**config.mk**
```make
export PLATFORM = sky130hd
export DESIGN_NAME = regfile_wr_arbiter
export DESIGN_NICKNAME = d
export VERILOG_FILES = /design/src/rtl/regfile_wr_arbiter.sv
export SDC_FILE = /design/constraint.sdc
export NUM_CORES = 1
export LEC_CHECK = 0
export ABC_AREA = 1
export BUFFER_PORTS_ARGS = -buffer_cell sky130_fd_sc_hd__buf_2
export CAP_MARGIN = 20
export CORE_MARGIN = 3
export CORE_UTILIZATION = 44
export CTS_CLUSTER_DIAMETER = 120
export CTS_CLUSTER_SIZE = 20
export DETAILED_ROUTE_END_ITERATION = 6
export GPL_ROUTABILITY_DRIVEN = 1
export PLACE_DENSITY = 0.78
export SLEW_MARGIN = 10
export SYNTH_ARGS = -nofsm -noshare
export SYNTH_HDL_FRONTEND = slang
export SYNTH_SLANG_ARGS = --single-unit
```
**constraint.sdc**
```tcl
create_clock -name clk -period 2.1 [get_ports clk]
set_clock_uncertainty 0.2 [all_clocks]
set_input_delay 0.105 -clock clk [delete_from_list [all_inputs] [get_ports clk]]
set_output_delay 0.105 -clock clk [all_outputs]
set_load 0.02 [all_outputs]
```
**src/rtl/regfile_wr_arbiter.sv**
```systemverilog
// regfile_wr_arbiter: round-robin write-port arbiter for the register bank.
// Picks at most one requester per cycle and drives a registered one-hot
// register write enable, the shared data bus and a one-cycle grant pulse.
//
// Ports:
//   clk, rst   clock (rising edge), asynchronous active-high reset
//   req        per-requester write request (level)
//   req_addr   packed target register, requester i at [i*ADDR_W +: ADDR_W]
//   req_data   packed write data, requester i at [i*DATA_W +: DATA_W]
//   gnt        one-cycle grant pulse, one-hot or zero
//   reg_we     one-hot write enable to the register bank
//   reg_d      shared write data to the register bank (holds when idle)
//   wr_count   committed-write counter, wraps at 255
//   prot_err   write-to-r0 pulse (REGFILE_ARB_R0_PROTECT_EN only, else 0)
//
// Build option: define REGFILE_ARB_R0_PROTECT_EN to make register 0 a
// read-only zero register.
module regfile_wr_arbiter #(
   parameter int unsigned NUM_REQ  = 3,
   parameter int unsigned NUM_REGS = 4,
   parameter int unsigned ADDR_W   = 2,
   parameter int unsigned DATA_W   = 4
) (
   input  logic                        clk,
   input  logic                        rst,
   input  logic [NUM_REQ-1:0]          req,
   input  logic [NUM_REQ*ADDR_W-1:0]   req_addr,
   input  logic [NUM_REQ*DATA_W-1:0]   req_data,
   output logic [NUM_REQ-1:0]          gnt,
   output logic [NUM_REGS-1:0]         reg_we,
   output logic [DATA_W-1:0]           reg_d,
   output logic [7:0]                  wr_count,
   output logic                        prot_err
);

   localparam int unsigned PTR_W = $clog2(NUM_REQ);

   logic [PTR_W-1:0]    rr_ptr;
   logic [PTR_W-1:0]    rr_ptr_nxt;
   logic [NUM_REQ-1:0]  eligible;
   logic                win_valid;
   logic [PTR_W-1:0]    win_idx;
   logic [NUM_REQ-1:0]  win_gnt;
   logic [ADDR_W-1:0]   win_addr;
   logic [DATA_W-1:0]   win_data;
   logic [NUM_REGS-1:0] win_we;
   logic                win_prot;
   int unsigned         cand;

   // Round-robin search from rr_ptr upward; the requester currently holding
   // gnt is masked so it cannot be granted twice in a row on a stale req.
   always_comb begin
      eligible  = req & ~gnt;
      win_valid = 1'b0;
      win_idx   = '0;
      cand      = 0;
      for (int unsigned off = 0; off < NUM_REQ; off++) begin
         cand = 32'(rr_ptr) + off;
         if (cand >= NUM_REQ) cand = cand - NUM_REQ;
         if (!win_valid && eligible[PTR_W'(cand)]) begin
            win_valid = 1'b1;
            win_idx   = PTR_W'(cand);
         end
      end
   end

   // Winner payload select, write-enable decode and pointer advance.
   always_comb begin
      win_gnt  = '0;
      win_addr = '0;
      win_data = '0;
      win_we   = '0;
      win_prot = 1'b0;
      for (int unsigned i = 0; i < NUM_REQ; i++) begin
         if (32'(win_idx) == i) begin
            win_gnt[i] = win_valid;
            win_addr   = req_addr[i*ADDR_W +: ADDR_W];
            win_data   = req_data[i*DATA_W +: DATA_W];
         end
      end
      // Out-of-range addresses decode to no enable at all.
      for (int unsigned r = 0; r < NUM_REGS; r++) begin
         win_we[r] = win_valid && (32'(win_addr) == r);
      end
`ifdef REGFILE_ARB_R0_PROTECT_EN
      if (win_valid && (win_addr == '0)) begin
         win_prot = 1'b1;
         win_we   = '0;
      end
`endif
      if (win_valid && (32'(win_idx) == NUM_REQ - 1)) begin
         rr_ptr_nxt = '0;
      end else if (win_valid) begin
         rr_ptr_nxt = win_idx + PTR_W'(1);
      end else begin
         rr_ptr_nxt = rr_ptr;
      end
   end

   // Output and pointer registers; reset aborts any write in flight.
   always_ff @(posedge clk or posedge rst) begin
      if (rst) begin
         rr_ptr   <= '0;
         gnt      <= '0;
         reg_we   <= '0;
         reg_d    <= '0;
         wr_count <= '0;
         prot_err <= 1'b0;
      end else begin
         rr_ptr   <= rr_ptr_nxt;
         gnt      <= win_gnt;
         reg_we   <= win_we;
         prot_err <= win_prot;
         if (win_valid) reg_d <= win_data;
         if (|win_we) wr_count <= wr_count + 8'd1;
      end
   end

endmodule

```
## After elaboration in Yosys (flattened, before gate mapping)

Index checks and enable logic that the tools add are counted.

- Reduce and logical (&&, ||, !) cells: 13
- Add/sub/neg operators: 7
- Multiplexer cells: 26
- Equal/unequal tests: 5
- Bitwise gates (word level): 2
- Order comparisons: 6

Operator list:

| kind | count |
|---|---|
| 2-to-1 mux 2 bit | 11 |
| 2-to-1 mux 4 bit | 3 |
| less-than comparator 2 x 3 -> 1 bit (second input constant) | 3 |
| 2-to-1 mux 1 bit | 9 |
| adder 8 x 1 -> 8 bit (second input constant) | 1 |
| logical AND 1 bit | 7 |
| binary-select mux 1 bit (select 2 bit) | 3 |
| == test 2 bit (second input constant) | 3 |
| >= comparator 3 x 2 -> 1 bit (second input constant) | 2 |
| subtractor 2 bit (second input constant) | 3 |
| == test 2 x 1 -> 1 bit (second input constant) | 2 |
| logical NOT 2 bit | 2 |
| OR reduction 4 bit | 1 |
| adder 2 x 1 -> 3 bit (second input constant) | 1 |
| adder 2 x 2 -> 3 bit (second input constant) | 1 |
| AND 3 bit | 1 |
| NOT 3 bit | 1 |
| adder 2 x 1 -> 2 bit (second input constant) | 1 |
| >= comparator 2 bit (second input constant) | 1 |
| logical NOT 1 bit | 2 |
| nonzero test 2 bit | 1 |

- Input port bits: 23
- Bits in registers: 21
- Output and inout port bits: 20
- Word-level logic and storage cells: 64

## Longest topological paths before layout

Gate-level depths: netlist (run 1).

- Word-level depth: 18
- Mapped depth: 15
- Gate-level depth less buffers: 15

## Worst setup path after synthesis (run 1)

No wires, ideal clock.

- Kind: register to register
- From: register rr_ptr[0]
- To: register wr_count[7]
- Period minus slack after synthesis: 2.078 ns
- Arrival: 1.761 ns
- Setup slack: 0.022 ns
- Required time: 1.782 ns
- Cell stages (with the launch flop): 15
- Cells stage by stage: dfrtp_1 -> inv_1 -> ha_1 -> inv_2 -> nand3_2 -> nand2_1 -> nand2_1 -> nand2_1 -> inv_1 -> nand3_2 -> nand2_2 -> nor3b_2 -> nand3_1 -> nand2_1 -> nand2_1

- Word-level cells in the longest chain between the ends: 18
- Elaborated cells between the ends (all ways): 42
- Classes of those cells: 5 x add/sub; 3 x order compare; 5 x eq/ne; 18 x mux; 11 x reduce/logical

Ends and longest elaborated chain:

| element | line | RTL |
|---|---|---|
| start: declaration | 38 | `logic [PTR_W-1:0] rr_ptr;` |
| start signal: assignment | 110 | `rr_ptr <= rr_ptr_nxt;` |
| parallel branches: the longest is 17 deep, another holds adder 2 x 1 -> 3 bit | -- |  |
| OR reduction 4 bit (*) | 115 | `if (\|win_we) wr_count <= wr_count + 8'd1;` |
| end signal: assignment | 115 |  |
| end: declaration | 32 | `output logic [7:0] wr_count,` |

Mark *: on every way between the ends. The select of a mux whose other input is x is not followed.
A chain may end at the register's enable or synchronous reset.

## Worst setup path after layout (run 1)

- From: register rr_ptr[0]
- To: register rr_ptr[0]

- Word-level cells in the longest chain between the ends: 14
- Elaborated cells between the ends (all ways): 33
- Classes of those cells: 6 x add/sub; 3 x order compare; 1 x eq/ne; 17 x mux; 6 x reduce/logical

Ends and longest elaborated chain:

| element |
|---|
| parallel branches: the longest is 14 deep, another holds adder 2 x 1 -> 3 bit |

Several ways; the timed one is not identified. The select of a mux whose other input is x is not followed.

==> results of run 1 <==
## power breakdown
| group | internal, µW | switching, µW |
|---|---|---|
| clock network | 74.0 | 120 |
| registers | 613 | 152 |
| logic | 1150 | 1590 |
## cells by family after synthesis
| group | count (synthesis) | synth area share (%) |
|---|---|---|
| AO/OA/AOI/OAI | 8 | 3.95 |
| XOR/XNOR | 6 | 4.15 |
| adder cells (fa/ha/maj) | 3 | 2.96 |
| buffers and inverters | 23 | 8.29 |
| flip-flops | 21 | 41.5 |
| other | 1 | 0.296 |
| AND/OR/NAND/NOR | 93 | 38.9 |
## area by class of cell
cell class / instances / area (µm²)
repair buffers: 79 / 562
flip-flops and latches: 21 / 526
clock buffers: 4 / 26.3
well taps: 30 / 37.5
inverters: 20 / 82.6
fillers: 165 / 618
multi-input cells: 111 / 761
## worst register-to-register path: stages (launching register included)
cell,delay [ns]
dfrtp_1,0.43
inv_2,0.07
ha_4,0.30
inv_4,0.05
nand3_4,0.08
nand2_2,0.06
nand2_2,0.08
nand2_4,0.07
nand3_4,0.11
nor2_4,0.05
nor2_4,0.21
buf_12,0.14
nand2_4,0.04
nor2_4,0.15
o21bai_1,0.13
## layer usage
layer / part of all wire, % / vias up
met1: 39 / 646
met2: 53 / 49
met5: 0 / -
met3: 5.5 / 10
met4: 2.8 / 0
li1: - / 651
## sequential cells by signal, indices dropped and copies added (netlist names)
register,cells
wr_count,8
reg_d,4
reg_we,4
gnt,3
rr_ptr,2
## placed cells by master (no fill, tap or decap)
cell,count
o21ai_1,1
buf_12,1
buf_6,3
inv_4,3
ha_4,2
clkbuf_4,3
o21ai_0,3
nand2_2,7
nor2_2,6
and3_1,1
nor2_4,5
nand3b_1,2
inv_2,3
nand2_1,33
conb_1,1
xnor2_1,2
xor2_1,4
clkbuf_1,1
nand3_2,4
inv_1,14
nand3_4,4
o21bai_1,3
a21boi_1,1
or2_1,1
nand2_4,5
dlygate4sd3_1,19
buf_4,15
nand4_1,4
ha_1,1
buf_2,41
dfrtp_1,21
nor2_1,6
nand3_1,14
nor3b_4,1
## path summary, 6_finish.rpt
check	end	cells past startpoint
worst min-delay path	reg_we[2]	3
worst min register to register	wr_count[2]	1
max in group asynchronous	rr_ptr[1]	3
worst max-delay path	rr_ptr[0]	14
min in group clk	wr_count[2]	1
worst max register to register	rr_ptr[0]	14
## repair_timing
| action | in CTS | in global routing |
|---|---|---|
| setup endpoints to repair | 14 | 15 |
| pin swaps | 6 | 11 |
| hold buffers | 19 | 0 |
| cloned | 0 | 0 |
| gates resized for setup | 14 | 21 |
| buffers inserted | 2 | 3 |
| endpoints found under the hold margin | 28 | 0 |
## through the flow
stage                     area (µm²)  setup slack, ns  hold slack [ns]  std cells  setup TNS [ns]
final                           1990           -0.157            0.276        265           -1.10
after global routing            1990           -0.310            0.327        265           -3.26
after CTS                       1880          -0.0441            0.297        262          -0.230
after detailed placement        1590           -0.210           0.0878        237           -1.42
after global placement          1590          -0.0219           0.0668        237         -0.0868
after floorplan                 1270           0.0220           -0.118        155               0
==> flow_summary.yaml, run 1 <==
status:
  status: "complete, but fails checks"
  violations: "negative setup slack"
clock_network:
  cts_tree: "done"
  clockBufferDepth: 2
  clock_latency_ns: 0.30
  cts_inserted_buffers: 3
  cts-htree-levels: 1
  path_clk_slew_ns: 0.12
  cts_num_sinks: 21
  cts-root-buf: "clkbuf_4"
floorplanning:
  row_count: 18
  coreArea_um2: 2610
  start_util_pct: 48.5
  die_w_um: 59.7
  io_pins: 43
  die_y_um: 59.7
  die_area_um2: 3560
global_route:
  grt_max_degree: 22
  use_met1_pct: 23.7
  grt_usage_pct: 21.9
  grt_pass1_wl_mm: 5.89
  busiest_layer: "met2"
  met2_usage_pct: 41.7
  grt_overflow_total: 0
  grt_pass1_vias: 1313
  antenna_found_initial: 0
  grtUsageMet3_pct: 5.83
worst_setup_path:
  r2r_start: "rr_ptr[0]"
  slowest_delay_ns: 0.43
  critPathKind: "reg -> reg"
  crit_required_ns: 2.12
  cp_num_buf_inv: 3
  crit_slowest_cell: "dfrtp_1"
  crit_chain: "inv_2, ha_4, inv_4, nand3_4, nand2_2, nand2_2, nand2_4, nand3_4, nor2_4, nor2_4, buf_12, nand2_4, nor2_4, o21bai_1"
  cp.arrival_ns: 2.28
  critPathMaxFanout: 7
  crit_top_cell: "nor2_4"
  timing.critical_path.max_delay_family: "simple AND/OR/NAND/NOR gates"
  crit_start: "rr_ptr[0]"
  ff2ff_setup_slack_ns: -0.16
  startpoint_type: "flop"
  crit_path_end_kind: "flop"
logic_synthesis:
  synth_most_common_cell: "nand2_1"
  synthTopCellsByCount: "nand2_1 (39), dfrtp_1 (21), inv_1 (17), nand3_1 (17), nor2_1 (9)"
  synth_warnings: 0
  synth_top_cell_by_area: "dfrtp_1"
  ys.flop_type: "dfrtp_1"
  yosysTopAreaCellShare_pct: 41.5
  synth_cells: 155
  syn_area_per_cell_um2: 8.18
  synth_area_leaders: "dfrtp_1 (41%), nand2_1 (12%), nand3_1 (6.7%), inv_1 (5.0%), nand3_2 (3.9%)"
  yosysSeqAreaShare_pct: 41.5
  ys_ff_latch: 21
  synth_cell_types: 26
  netlist_area_um2: 1270
  synth-async-reset-ratio_pct: 100
  synth_edf_count: 0
  syn-num-nets: 181
timing:
  final-hold-violation-count: 0
  fin_ws_ns: -0.157
  rsz0062_at_grt: "true"
  slew_violations: 0
  period_needed_ns: 2.26
  max_freq_mhz: 443
  relSlewSlack_pct: 48.2
  setup_viol: 12
  tightest_slew_ns: 0.776
  finalCritPeriodShare_pct: 107
drt:
  dr.pass1.iters: 6
  drc: 0
  routed_via_density: 5.12
  drt-total-wl_mm: 3.77
  ant_nets: 0
  vias: 1356
  wl_per_cell_um: 14.2
  drtIter0Drc: 43
pwr:
  ir_worst_vdd_mv: 1.20
  leakage_uw: 0.00104
  p_per_area_nw_per_um2: 1860
  p_total_uw: 3700
final_layout:
  fin_nets: 262
  drive_gt1_share_pct: 43.8
  antennaDiodeCount: 0
  utilization_pct: 76.3
  syn_to_final_growth_pct: 57.4
hold_path:
  hold_path_class: "in -> async"
placement:
  dp_hpwl_mm: 2.52
  port_buffers: 41
  place.gp.congestion: 0.841
flow_run:
  cap_violations: 0
Power figures use the tool's default switching activity.
==> run 2, diff against run 1 <==
Settings changed: BUFFER_PORTS_ARGS -buffer_cell sky130_fd_sc_hd__buf_2 to unset, CORE_UTILIZATION 44 to 55, DONT_BUFFER_PORTS set to 1, HOLD_SLACK_MARGIN set to 0.1, PLACE_DENSITY 0.78 to 0.77, REMOVE_ABC_BUFFERS set to 1.
==> flow_summary.yaml, run 2 (synthesis gave the netlist of run 1 again) <==
worst_setup_path:
  crit_path_end_kind: "flop"
  crit_required_ns: 2.16
  critPathMaxFanout: 5
  cp.arrival_ns: 2.40
  r2r_start: "rr_ptr[0]"
  crit_start: "rr_ptr[0]"
  critPathKind: "reg -> reg"
  startpoint_type: "flop"
pwr:
  seqPwrFrac_pct: 24.4
  power_switching_uw: 2090
  internal_power_uw: 1910
  swShare_pct: 52.2
  ir_worst_vdd_mv: 1.55
  p_per_area_nw_per_um2: 2110
  pwr-share-comb_pct: 70.1
  leakage_uw: 0.000927
  pwr-share-clk_pct: 5.4
final_layout:
  largest-register: "wr_count"
  multiInputGateArea_um2: 805
  syn_to_final_growth_pct: 49.7
  most-common-layout-cells: "nand2_1 (32), dfrtp_1 (21), dlygate4sd3_1 (19), buf_4 (19), inv_1 (13)"
  reg.largest.list: "wr_count x8, reg_d x4, reg_we x4"
  final_common_cell: "nand2_1"
  drive_gt1_share_pct: 38.1
  nFillCells: 75
  post-route-cell-area_um2: 1900
  largest_reg_flops: 8
  instances_no_fill: 229
  layout.area.seq_um2: 526
  antennaDiodeCount: 0
  fin_nets: 229
global_route:
  grt_pass1_vias: 1384
  antenna_found_initial: 0
  grt_usage_pct: 31.8
  grt_overflow_total: 0
  grt_max_degree: 22
  grt_pass1_wl_mm: 6.35
clock_network:
  path_clk_slew_ns: 0.14
  cts_tree: "done"
  cts_inserted_buffers: 3
  clockBufferDepth: 2
  cts-root-buf: "clkbuf_4"
  cts-htree-levels: 1
  clock_latency_ns: 0.32
  cts_num_sinks: 21
status:
  status: "complete, but fails checks"
  violations: "negative setup slack"
drt:
  routed_via_density: 5.93
  dr.pass1.iters: 5
  ant_nets: 0
  vias: 1357
  wl_per_cell_um: 20.2
  drt-total-wl_mm: 4.64
  drtIter0Drc: 69
  drc: 0
timing:
  finalCritPeriodShare_pct: 111
  fin_ws_ns: -0.238
  max_freq_mhz: 428
  slew_violations: 0
  whs_ns: 0.165
  final-hold-violation-count: 0
  relSlewSlack_pct: 45.1
  rsz0062_at_grt: "true"
  setup_viol: 18
  period_needed_ns: 2.34
  tightest_slew_ns: 0.823
floorplanning:
  row_count: 16
  die_y_um: 54.0
  start_util_pct: 61.5
  die_w_um: 54.0
  die_area_um2: 2920
  coreArea_um2: 2060
  io_pins: 43
placement:
  dp_hpwl_mm: 2.39
  dp_worst_setup_slack_ns: -0.166
  place.gp.congestion: 0.917
  port_buffers: 0
  dp_cells: 198
  place_area_um2: 1410
flow_run:
  cap_violations: 0
hold_path:
  hold_path_class: "in -> async"
[run 2: area by class of cell]
cell class,instances,area share [%]
multi-input cells,111,42.4
flip-flops and latches,21,27.7
repair buffers,46,22.3
inverters,20,4.35
well taps,27,1.78
clock buffers,3,1.19
clock inverters,1,0.264
[run 2: power groups by stage]
stage               combinational [µW]  sequential, µW  clock, µW
global placement                  1760             952          0
detailed placement                1860             962          0
CTS                               2310             963        197
floorplan                         1210             943          0
global route                      2970             991        237
finish                            2800             978        217
[run 2: timing repair]
| item | CTS | global route |
|---|---|---|
| pin swaps | 11 | 18 |
| endpoints found under the hold margin | 29 | 0 |
| setup buffers | 7 | 2 |
| hold buffers | 19 | 0 |
| setup endpoints to repair | 14 | 20 |
| resized for setup | 22 | 27 |
[run 2: metal layers]
| layer | vias to the layer above | track usage, % | part of all wire (%) |
|---|---|---|---|
| met5 | - | 0 | 0 |
| met1 | 632 | 32.6 | 35 |
| met3 | 36 | 8.31 | 8.1 |
| li1 | 582 | - | - |
| met4 | 0 | 16.6 | 6.9 |
| met2 | 107 | 58.3 | 50 |
[run 2: path summary, 6_finish.rpt]
| check | end | slack, ns | cells past startpoint |
|---|---|---|---|
| max | reg_d[1] | -0.24 | 15 |
| min | wr_count[7] | 0.16 | 2 |
| max reg2reg | reg_d[1] | -0.24 | 15 |
| min reg2reg | reg_d[2] | 0.45 | 2 |
| max in group asynchronous | reg_d[1] | 1.02 | 2 |
| min in group clk | reg_d[0] | 0.21 | 7 |
[run 2: worst max-delay path: stages, from the launching register on]
cell and delay [ns]:
dfrtp_1 0.44, inv_2 0.08, ha_4 0.33, inv_6 0.05, nand3_4 0.10, nand2_2 0.06
nand2_2 0.07, nand2_2 0.07, nand3_2 0.10, nand2_4 0.08, nor2_4 0.20, buf_6 0.15
nand2_4 0.05, nor2_4 0.13, nand2_1 0.07, nand3_1 0.09
[run 2: through the flow]
stage | total power (µW) | setup TNS [ns] | utilization, %
final | 4000 | -2.61 | 92.0
after global routing | 4200 | -3.72 | 92.0
after CTS | 3470 | -0.00966 | 87.0
after detailed placement | 2820 | -1.49 | 68.6
after global placement | 2710 | -0.00213 | 68.6
after floorplan | 2150 | -0.543 | -
